## src/rtl/seq_divider.sv

```systemverilog
// Iterative unsigned restoring divider. It produces one quotient bit per clock.
// Handshake: start is sampled only while busy=0, in IDLE or in the DONE cycle.
// An accepted start latches the operands. Later operand changes are ignored.
// busy is high for every RUN cycle.
// done pulses for exactly one cycle, when quotient, remainder and div_zero take
// their new values. Those outputs then hold until the next result.
// busy and done are never high together.
module seq_divider #(
   parameter int DW = 4,
   parameter int VW = 2
) (
   input  logic          clk,
   input  logic          rst_n,
   input  logic          start,
   input  logic [DW-1:0] dividend,
   input  logic [VW-1:0] divisor,
   output logic          busy,
   output logic          done,
   output logic [DW-1:0] quotient,
   output logic [VW-1:0] remainder,
   output logic          div_zero,
   output logic [1:0]    dbg_state_o
);

   localparam int CW = (DW > 1) ? $clog2(DW) : 1;

   typedef enum logic [1:0] {
      S_IDLE = 2'd0,
      S_RUN  = 2'd1,
      S_DONE = 2'd2
   } state_t;

   state_t        state_q, state_d;
   logic [CW-1:0] cnt_q, cnt_d;
   logic [DW-1:0] dvd_q, dvd_d;     // dividend, shifted out MSB first
   logic [VW-1:0] dvs_q, dvs_d;     // latched divisor
   logic [VW-1:0] pr_q, pr_d;       // partial remainder, always < divisor
   logic [DW-1:0] qw_q, qw_d;       // quotient under construction
   logic [DW-1:0] quo_q, quo_d;
   logic [VW-1:0] rem_q, rem_d;
   logic          dz_q, dz_d;

   // One restoring step. The trial value is VW+1 bits wide, so the compare cannot overflow.
   logic [VW:0]   shifted;
   logic          ge;
   logic [VW-1:0] pr_next;
   logic [DW-1:0] q_next;

   // Datapath for a single iteration
   always_comb begin
      shifted = {pr_q, dvd_q[DW-1]};
      ge      = (shifted >= {1'b0, dvs_q});
      pr_next = ge ? VW'(shifted - {1'b0, dvs_q}) : shifted[VW-1:0];
      q_next  = (qw_q << 1) | DW'(ge);
   end

   // Next-state and next-register logic for the IDLE -> RUN -> DONE sequence
   always_comb begin
      state_d = state_q;
      cnt_d   = cnt_q;
      dvd_d   = dvd_q;
      dvs_d   = dvs_q;
      pr_d    = pr_q;
      qw_d    = qw_q;
      quo_d   = quo_q;
      rem_d   = rem_q;
      dz_d    = dz_q;
      case (state_q)
         S_IDLE, S_DONE: begin
            state_d = S_IDLE;
            if (start) begin
               if (divisor != '0) begin
                  state_d = S_RUN;
                  dvd_d   = dividend;
                  dvs_d   = divisor;
                  pr_d    = '0;
                  qw_d    = '0;
                  cnt_d   = CW'(DW - 1);
               end else begin
                  // A zero divisor skips RUN. The result is all ones with a zero remainder.
                  state_d = S_DONE;
                  quo_d   = '1;
                  rem_d   = '0;
                  dz_d    = 1'b1;
               end
            end
         end
         S_RUN: begin
            pr_d  = pr_next;
            dvd_d = dvd_q << 1;
            qw_d  = q_next;
            if (cnt_q == '0) begin
               // Publish the result only at this point. The outputs hold during RUN.
               state_d = S_DONE;
               quo_d   = q_next;
               rem_d   = pr_next;
               dz_d    = 1'b0;
            end else begin
               cnt_d = cnt_q - 1'b1;
            end
         end
         default: state_d = S_IDLE;
      endcase
   end

   // State and datapath registers. Reset clears everything and discards any division in flight.
   always_ff @(posedge clk) begin
      if (!rst_n) begin
         state_q <= S_IDLE;
         cnt_q   <= '0;
         dvd_q   <= '0;
         dvs_q   <= '0;
         pr_q    <= '0;
         qw_q    <= '0;
         quo_q   <= '0;
         rem_q   <= '0;
         dz_q    <= 1'b0;
      end else begin
         state_q <= state_d;
         cnt_q   <= cnt_d;
         dvd_q   <= dvd_d;
         dvs_q   <= dvs_d;
         pr_q    <= pr_d;
         qw_q    <= qw_d;
         quo_q   <= quo_d;
         rem_q   <= rem_d;
         dz_q    <= dz_d;
      end
   end

   assign busy        = (state_q == S_RUN);
   assign done        = (state_q == S_DONE);
   assign quotient    = quo_q;
   assign remainder   = rem_q;
   assign div_zero    = dz_q;
   assign dbg_state_o = state_q;

endmodule

```

## config.mk

```make
export PLATFORM = sky130hd
export DESIGN_NAME = seq_divider
export DESIGN_NICKNAME = d
export VERILOG_FILES = /design/src/rtl/seq_divider.sv
export SDC_FILE = /design/constraint.sdc
export NUM_CORES = 1
export LEC_CHECK = 0
export ABC_AREA = 1
export CAP_MARGIN = 15
export CELL_PAD_IN_SITES_DETAIL_PLACEMENT = 2
export CELL_PAD_IN_SITES_GLOBAL_PLACEMENT = 2
export CORE_MARGIN = 3
export CORE_UTILIZATION = 27
export CTS_CLUSTER_DIAMETER = 200
export DETAILED_ROUTE_END_ITERATION = 8
export PLACE_DENSITY_LB_ADDON = 0.1
export SLEW_MARGIN = 40
export SYNTH_ARGS = -nofsm -noshare
export SYNTH_HDL_FRONTEND = slang
export SYNTH_SLANG_ARGS = --single-unit
```

## constraint.sdc

```tcl
create_clock -name clk -period 1.34 [get_ports clk]
set_input_delay 0.402 -clock clk [delete_from_list [all_inputs] [get_ports clk]]
set_output_delay 0.402 -clock clk [all_outputs]
set_load 0.01 [all_outputs]
```

=== Yosys cells after proc, flatten, opt, wreduce, memory -nomap -nowiden ===
Index checks and enable logic that the tools add are counted.

* Add/subtract/negate cells: 2
* $lt $le $gt $ge: 1
* Equal/unequal tests: 7
* Muxes and demuxes: 30
* Bitwise logic cells: 1
* Reductions and logical operators: 9

{| class="wikitable"
|+ Operator list
! cell !! number
|-
| 2-bit two-way mux || 12
|-
| 4-bit two-way mux || 5
|-
| 2-bit one-hot mux with 2 select lines || 4
|-
| 4-bit one-hot mux with 2 select lines || 2
|-
| 2-bit inequality test (second input constant) || 4
|-
| 4-bit AND reduction || 2
|-
| 3-bit two-way mux || 2
|-
| 3-bit one-hot mux with 2 select lines || 1
|-
| 3-bit AND reduction || 2
|-
| 2-bit logical NOT || 2
|-
| 4-bit by 1-bit bitwise OR with 4-bit output || 1
|-
| 2-bit nonzero test || 2
|-
| 3-bit by 2-bit >= comparator with 1-bit output || 1
|-
| 1-bit two-way mux || 3
|-
| 2-bit by 1-bit == test with 1-bit output (second input constant) || 1
|-
| 2-bit == test (second input constant) || 1
|-
| 2-bit by 1-bit inequality test with 1-bit output (second input constant) || 1
|-
| 1-bit one-hot mux with 2 select lines || 1
|-
| 2-bit OR reduction || 1
|-
| 2-bit by 1-bit subtractor with 2-bit output (second input constant) || 1
|-
| 2-bit subtractor || 1
|}

* Bits in registers: 22
* Bits of input ports: 9
* Output and inout bits: 11
* Logic and storage cells: 59

=== Logic depth before layout (Yosys ltp) ===
Gate-level depths: netlist of the first run.

* Depth in word-level cells: 4
* Depth in mapped cells: 9

=== Worst setup path before layout of the first run ===
OpenSTA, ideal clock, no wires.

* Kind: register -> register
* From: reg dvs_q[1]
* To: reg rem_q[0], in the netlist remainder[0]
* Library setup time: 0.112 ns
* Data arrival time: 1.107 ns
* Setup slack: 0.121 ns
* Cell stages (with the launch flop): 9
* Buffers on the path: 0
* Clock period less this slack: 1.219 ns
* Path through: dfxtp_1 -> inv_1 -> ha_1 -> nand2_1 -> nand3_1 -> nand3_1 -> nand2_1 -> nor2_1 -> nor2_1

* Word-level cells in the longest chain between the ends: 4

{| class="wikitable"
|+ RTL lines
! item !! line !! RTL
|-
| start: declaration || 36 || <nowiki>logic [VW-1:0] dvs_q, dvs_d;</nowiki>
|-
| start signal: assignment || 122 || <nowiki>dvs_q <= dvs_d;</nowiki>
|-
| 3-bit by 2-bit >= comparator with 1-bit output || 52 || <nowiki>ge = (shifted >= {1'b0, dvs_q});</nowiki>
|-
| 2-bit two-way mux || 53 || <nowiki>pr_next = ge ? VW'(shifted - {1'b0, dvs_q}) : shifted[VW-1:0];</nowiki>
|-
| 2-bit two-way mux || 92 || <nowiki>if (cnt_q == '0) begin</nowiki>
|-
| 2-bit one-hot mux with 2 select lines || 68 || <nowiki>case (state_q)</nowiki>
|-
| end signal: assignment || 126 || <nowiki>rem_q <= rem_d;</nowiki>
|-
| end: declaration || 40 || <nowiki>logic [VW-1:0] rem_q, rem_d;</nowiki>
|}

Every way passes these cells. The select of a mux whose other input is x is not followed.
A chain may end at the register's enable or synchronous reset.

=== Worst setup path in the final report of the first run ===
* From: reg state_q[0], in the netlist dbg_state_o[0]
* To: out busy

* Word-level cells in the longest chain between the ends: 1

{| class="wikitable"
|+ RTL lines
! item !! line !! RTL
|-
| start: declaration || 33 || <nowiki>state_t state_q, state_d;</nowiki>
|-
| start signal: assignment || 119 || <nowiki>state_q <= state_d;</nowiki>
|-
| 2-bit by 1-bit == test with 1-bit output || 131 || <nowiki>assign busy = (state_q == S_RUN);</nowiki>
|-
| end: declaration || 17 || <nowiki>output logic busy,</nowiki>
|}

Every way passes these cells.

==> results.json, run 1 <==
{
  "outcome": "completed",
  "r2r_start": "dvd_q[3]$_SDFFE_PN0P_",
  "rr_worst_depth": 9,
  "ctsHtreeMaxLevel": 1,
  "maxCapViolCount": 0,
  "start_util_pct": 28.8,
  "synth_top_area_share_pct": 44.5,
  "yosysUniqueCellTypes": 17,
  "seqPwrFrac_pct": 38.4,
  "hold-path-endpoint": "quotient[0]$_SDFFE_PN0P_",
  "clock-sinks": 22,
  "dp_slack_ps": -376,
  "synthCells": 142,
  "p_int_w": 0.00139,
  "numCtsBuffers": 3,
  "setup_violations": 0,
  "io_pins": 20,
  "final_cells": 230,
  "initialDrtViolationCount": 24,
  "holdPathStages": 2,
  "antenna_found_initial": 0,
  "synth_area_leaders": "dfxtp_1 45%, nand2_1 17%, a21oi_1 7.6%",
  "startpoint": "dbg_state_o[0]$_SDFFE_PN0N_",
  "async_flop_share_pct": 0,
  "antenna_cells": 0,
  "critPathSlowestCell": "dfxtp_4",
  "nets": 197,
  "worst_slew_pin_slew_ps": 201,
  "drc_errors": 0,
  "area_growth_pct": 55.6,
  "vias": 1087,
  "ys_top_cells_by_count": "44 x nand2_1, 22 x dfxtp_1, 20 x inv_1, 15 x a21oi_1, 12 x nor2_1",
  "holdBufCountCts": 0,
  "path_class": "flop to output pin",
  "maxSlewViolCount": 0,
  "clock-root-buffer": "clkbuf_8",
  "slowest_delay_ps": 370,
  "core_sq_mm": 0.00344,
  "ant_nets": 0,
  "placed_cells": 223,
  "overflow": 0,
  "rrSetupSlack_ps": 20,
  "numPortBuffers": 19,
  "firstDrtPassIters": 4,
  "num_rows": 21,
  "hold_start": "quotient[0]$_SDFFE_PN0P_",
  "die_w_um": 66.5,
  "ir_drop_mv": 0.521,
  "power-per-cell-area_mw_per_mm2": 1300,
  "avgViaCountPerCell": 4.73,
  "dpl.hpwl_um": 2320,
  "finalWirelength_um": 3550,
  "clk_latency_ps": 270,
  "yosysWarnings": 0,
  "fp.dieH_um": 66.5,
  "layout-drive-gt1-share_pct": 32.6,
  "grt_pass1_vias": 1179,
  "syn_area_per_cell_sq_um": 6.97,
  "path_max_fanout": 4,
  "cp-start-kind": "flop",
  "min_period_over_period_pct": 99.3,
  "grt_pass1_wl_um": 5420,
  "power.share.switching_pct": 30.6,
  "fmax_mhz": 752,
  "synth_edf_count": 0,
  "worst_slack_ps": 9.45,
  "critical_path.cell_chain": "inv_2 -> nor2_4 -> buf_6",
  "p_comb_share_pct": 29.3,
  "grt_start_max_net_pins": 14,
  "yosysMostFrequentCell": "nand2_1",
  "min_path_type": "flop to flop",
  "clock_power_share_pct": 32.3,
  "cp-end-kind": "output pin",
  "place_congestion": 0.815,
  "reg2reg_to": "pr_q[1]$_SDFFE_PN0P_",
  "fillers": 412,
  "ys_seq_elements": 22,
  "hold_viol_final": 0,
  "cp.arrival_ps": 930,
  "cts_tree": "done",
  "track_usage_pct": 16.8,
  "power_w": 0.00200,
  "final.min_clock_period_ps": 1330,
  "syn-cell-area_sq_um": 990,
  "die_area_sq_mm": 0.00443,
  "clk_pin_slew_ps": 90,
  "worst_clock_skew_ps": 3.20,
  "clk_path_buf_depth": 2,
  "synth_top_area_cell": "dfxtp_1",
  "p_switching_w": 0.000612,
  "wl_per_cell_um": 15.4,
  "synth_nets": 154,
  "rsz0062_at_grt": "true",
  "finish.utilization_pct": 44.7,
  "totalNegativeSetupSlack_ps": 0,
  "ys.flop_type": "dfxtp_1",
  "yosysSeqAreaShare_pct": 44.5,
  "critPathRequiredTime_ps": 940,
  "p_leak_nw": 0.740,
  "slew-limit-headroom_pct": 86.6
}
==> repair_timing <==
action,4_1_cts,5_1_grt
setup buffers,1,1
gates cloned,0,1
endpoints found under the setup margin,21,16
gates resized for setup,40,22
pin swaps,7,12
==> sequential cells by signal (all words and copies together), names as in the netlist <==
signal,count
dvd_q,4
quotient,4
qw_q,3
cnt_q,2
dbg_state_o,2
dvs_q,2
pr_q,2
remainder,2
div_zero,1
==> power groups by stage <==
stage          sequential, W  combinational [W]  clock [W]
6_report            0.000767           0.000586   0.000647
3_3_place_gp        0.000771           0.000478          0
5_1_grt             0.000777           0.000652   0.000685
2_1_floorplan       0.000785           0.000245          0
4_1_cts             0.000767           0.000531   0.000653
3_5_place_dp        0.000778           0.000506          0
==> placed cells by master, fill, tap and decap left out <==
cell	synthesis	layout
inv_1	20	15
nor2_1	12	9
a21oi_2	0	1
ha_1	3	1
nand2_1	44	37
nor2_4	1	3
clkdlybuf4s50_1	0	5
inv_4	0	1
bufinv_16	0	1
ha_4	0	2
clkinv_1	1	1
o21ai_2	0	1
dlygate4sd2_1	0	10
buf_6	2	4
nand3_2	0	4
buf_2	1	1
o21ai_0	7	5
nand2_4	0	1
nor2_2	1	2
clkbuf_2	0	1
dfxtp_4	0	2
nand2_2	1	8
nand3_1	7	3
dfxtp_1	22	18
o21ai_1	2	3
a21oi_1	15	14
clkbuf_8	0	3
clkdlybuf4s15_1	0	1
dfxtp_2	0	2
nand4_1	2	2
inv_2	1	5
buf_4	0	18
==> metrics by stage <==
stage	area, sq um	hold slack, ps
after global placement	1350	434
after floorplan	990	425
after detailed placement	1350	444
after global routing	1540	477
final	1540	452
after CTS	1490	455
==> routing by layer <==
layer / wire (um) / GRT usage, %
met4: 99 / 8.38
met5: 0 / 0
met3: 138 / 3.71
met1: 1420 / 16.3
met2: 1890 / 32.5
==> critical path, delay by kind of cell (launching register included) <==
family | cells | cell delay, ps
buf+inv | 2 | 160
flops | 1 | 370
simple gates | 1 | 120
==> final cells by class <==
| type | count | area (sq um) | share of cell area, % |
|---|---|---|---|
| clock inverter | 1 | 30.0 | 1.95 |
| timing repair buffer | 40 | 338 | 21.9 |
| clock buffer | 3 | 41.3 | 2.68 |
| sequential | 22 | 450 | 29.2 |
| multi-input combinational | 96 | 538 | 34.9 |
| tap | 46 | 57.6 | 3.74 |
| inverter | 22 | 85.1 | 5.52 |
==> cell families after synthesis <==
| kind of cell | synth area share [%] |
|---|---|
| AO/OA/AOI/OAI | 12.1 |
| adder cells (fa/ha/maj) | 3.79 |
| buffers and inverters | 11.1 |
| flip-flops | 44.5 |
| AND/OR/NAND/NOR | 28.4 |
==> how the worst max path moves through the flow <==
| stage | to | slack (ps) | cells after the start |
|---|---|---|---|
| 2_1_floorplan | remainder[0]$_SDFFE_PN0P_ | 120 | 8 |
| 3_3_place_gp | pr_q[0]$_SDFFE_PN0P_ | -320 | 9 |
| 3_5_place_dp | pr_q[0]$_SDFFE_PN0P_ | -380 | 9 |
| 4_1_cts | busy | 10 | 3 |
| 5_1_grt | pr_q[0]$_SDFFE_PN0P_ | -120 | 9 |
| 6_report | busy | 9 | 3 |
Note: power is estimated with default switching activity, not from simulation.
==> run 2, diff against run 1 <==
--- a/config.mk
+++ b/config.mk
@@ -9,6 +9,7 @@
 export CAP_MARGIN = 15
 export CELL_PAD_IN_SITES_DETAIL_PLACEMENT = 2
 export CELL_PAD_IN_SITES_GLOBAL_PLACEMENT = 2
+export CORE_ASPECT_RATIO = 1.2
 export CORE_MARGIN = 3
 export CORE_UTILIZATION = 27
 export CTS_CLUSTER_DIAMETER = 200
==> run 2 against run 1 <==
Net effect:
- wire length down 6.6%
- critical endpoint is now done
- combinational power shrank 2%
- die area about the same
==> results.json, run 2 (same netlist as run 1, synthesis figures left out) <==
{
  "outcome": "completed",
  "ir_drop_mv": 0.480,
  "fmax_mhz": 761,
  "start_util_pct": 28.9,
  "cts_tree": "done",
  "maxSlewViolCount": 0,
  "fp.dieH_um": 72.3,
  "track_usage_pct": 16.4,
  "maxCapViolCount": 0,
  "seq_area_sq_um": 450,
  "clk_path_buf_depth": 2,
  "setup_violations": 0,
  "wl_per_cell_um": 15.3,
  "path_class": "flop to output pin",
  "worst_slew_pin_slew_ps": 213,
  "core_sq_mm": 0.00342,
  "critPathRequiredTime_ps": 940,
  "hold_start": "quotient[0]$_SDFFE_PN0P_",
  "numPortBuffers": 19,
  "grt_pass1_wl_um": 5480,
  "final.min_clock_period_ps": 1310,
  "final_cell_mix": "37 x nand2_1, 18 x dfxtp_1, 15 x a21oi_1",
  "final_common_cell": "nand2_1",
  "area_growth_pct": 54.4,
  "cp-start-kind": "flop",
  "die_area_sq_mm": 0.00443,
  "holdBufCountCts": 0,
  "clock_power_share_pct": 32.1,
  "firstDrtPassIters": 2,
  "min_period_over_period_pct": 98.0,
  "antenna_found_initial": 0,
  "power-per-cell-area_mw_per_mm2": 1290,
  "critical_path.cell_chain": "inv_2 -> nor2_1 -> buf_2",
  "cp.arrival_ps": 910,
  "clk_latency_ps": 260,
  "initialDrtViolationCount": 12,
  "layout-drive-gt1-share_pct": 30.0,
  "fillers": 415,
  "multiInputGateArea_sq_um": 537,
  "ant_nets": 0,
  "power.share.switching_pct": 29.8,
  "num_rows": 23,
  "nets": 193,
  "dpl.hpwl_um": 2230,
  "r2r_start": "dvd_q[3]$_SDFFE_PN0P_",
  "whs_ps": 447,
  "clock-root-buffer": "clkbuf_8",
  "finalWirelength_um": 3310,
  "placed_cells": 210,
  "ctsHtreeMaxLevel": 1,
  "hold_viol_final": 0,
  "io_pins": 20,
  "numCtsBuffers": 3,
  "p_int_w": 0.00138,
  "avgViaCountPerCell": 4.82,
  "startpoint": "dbg_state_o[1]$_SDFFE_PN0N_",
  "min_path_type": "flop to flop",
  "slowest_delay_ps": 380,
  "die_w_um": 61.3,
  "grt_start_max_net_pins": 14,
  "clk_pin_slew_ps": 90,
  "grt_pass1_vias": 1194,
  "vias": 1046,
  "critPathSlowestCell": "dfxtp_4",
  "seqPwrFrac_pct": 38.8,
  "path_max_fanout": 3,
  "rsz0062_at_grt": "true",
  "place_congestion": 0.763,
  "clock-sinks": 22,
  "totalNegativeSetupSlack_ps": 0,
  "p_leak_nw": 0.739,
  "finish.utilization_pct": 44.6,
  "worst_clock_skew_ps": 5.76,
  "final_cells": 217,
  "p_switching_w": 0.000587,
  "p_comb_share_pct": 29.1,
  "overflow": 0,
  "slew-limit-headroom_pct": 85.8,
  "drc_errors": 0,
  "cp-end-kind": "output pin",
  "antenna_cells": 0
}
run 2: cell types whose count changed in the layout (fill, tap and decap cells not counted), moves of 2 or more:
cell / delta
buf_4: -5
inv_2: +2
nand2_2: -2
o21ai_1: +2
run 2: timing repair:
action                                  in CTS  in global routing
endpoints found under the setup margin      25                 16
buffers inserted                             1                  2
resized for setup                           38                 25
pin swaps                                    7                 10
run 2: path summary, 6_finish.rpt:
path | end | slack, ps | cells after the start
hold reg to reg | quotient[0]$_SDFFE_PN0P_ | 450 | 2
setup / recovery | done | 30 | 3
hold / removal | quotient[0]$_SDFFE_PN0P_ | 450 | 2
setup reg to reg | remainder[1]$_SDFFE_PN0P_ | 40 | 8
run 2: cell type report:
class                           instances  share of cell area, %
Multi-Input combinational cell         95                   35.1
Sequential cell                        22                   29.5
Timing Repair Buffer                   37                   22.3
Inverter                               22                   5.41
Tap cell                               37                   3.03
Clock buffer                            3                   2.70
Clock inverter                          1                   1.97
run 2: worst max-delay path: cells and delay by family (launching register included):
family / cells / cell delay [ps]
simple gates: 1 / 90
flops: 1 / 380
buf+inv: 2 / 180
run 2: power groups by stage:
stage | Sequential, W | Clock, W | Combinational [W]
after floorplan | 0.000785 | 0 | 0.000245
after global placement | 0.000771 | 0 | 0.000468
after detailed placement | 0.000776 | 0 | 0.000489
after CTS | 0.000763 | 0.000642 | 0.000521
after global routing | 0.000775 | 0.000684 | 0.000648
final | 0.000765 | 0.000633 | 0.000573
run 2: metal layers:
| layer | vias to the layer above | share of wire [%] | wire length [um] | GRT usage (%) |
|---|---|---|---|---|
| met5 | - | 0 | 0 | 0 |
| met1 | 506 | 41 | 1360 | 17.5 |
| li1 | 519 | - | - | - |
| met3 | 4 | 2.6 | 85 | 2.31 |
| met4 | 0 | 1.1 | 35 | 2.89 |
| met2 | 17 | 55 | 1830 | 32.6 |
run 2: through the flow:
step	power, W	setup WS, ps	cell area [sq um]
global route	0.00211	-58.0	1530
detailed placement	0.00127	-374	1320
finish	0.00197	26.5	1530
floorplan	0.00103	121	990
global placement	0.00124	-311	1320
CTS	0.00193	-1.23	1450
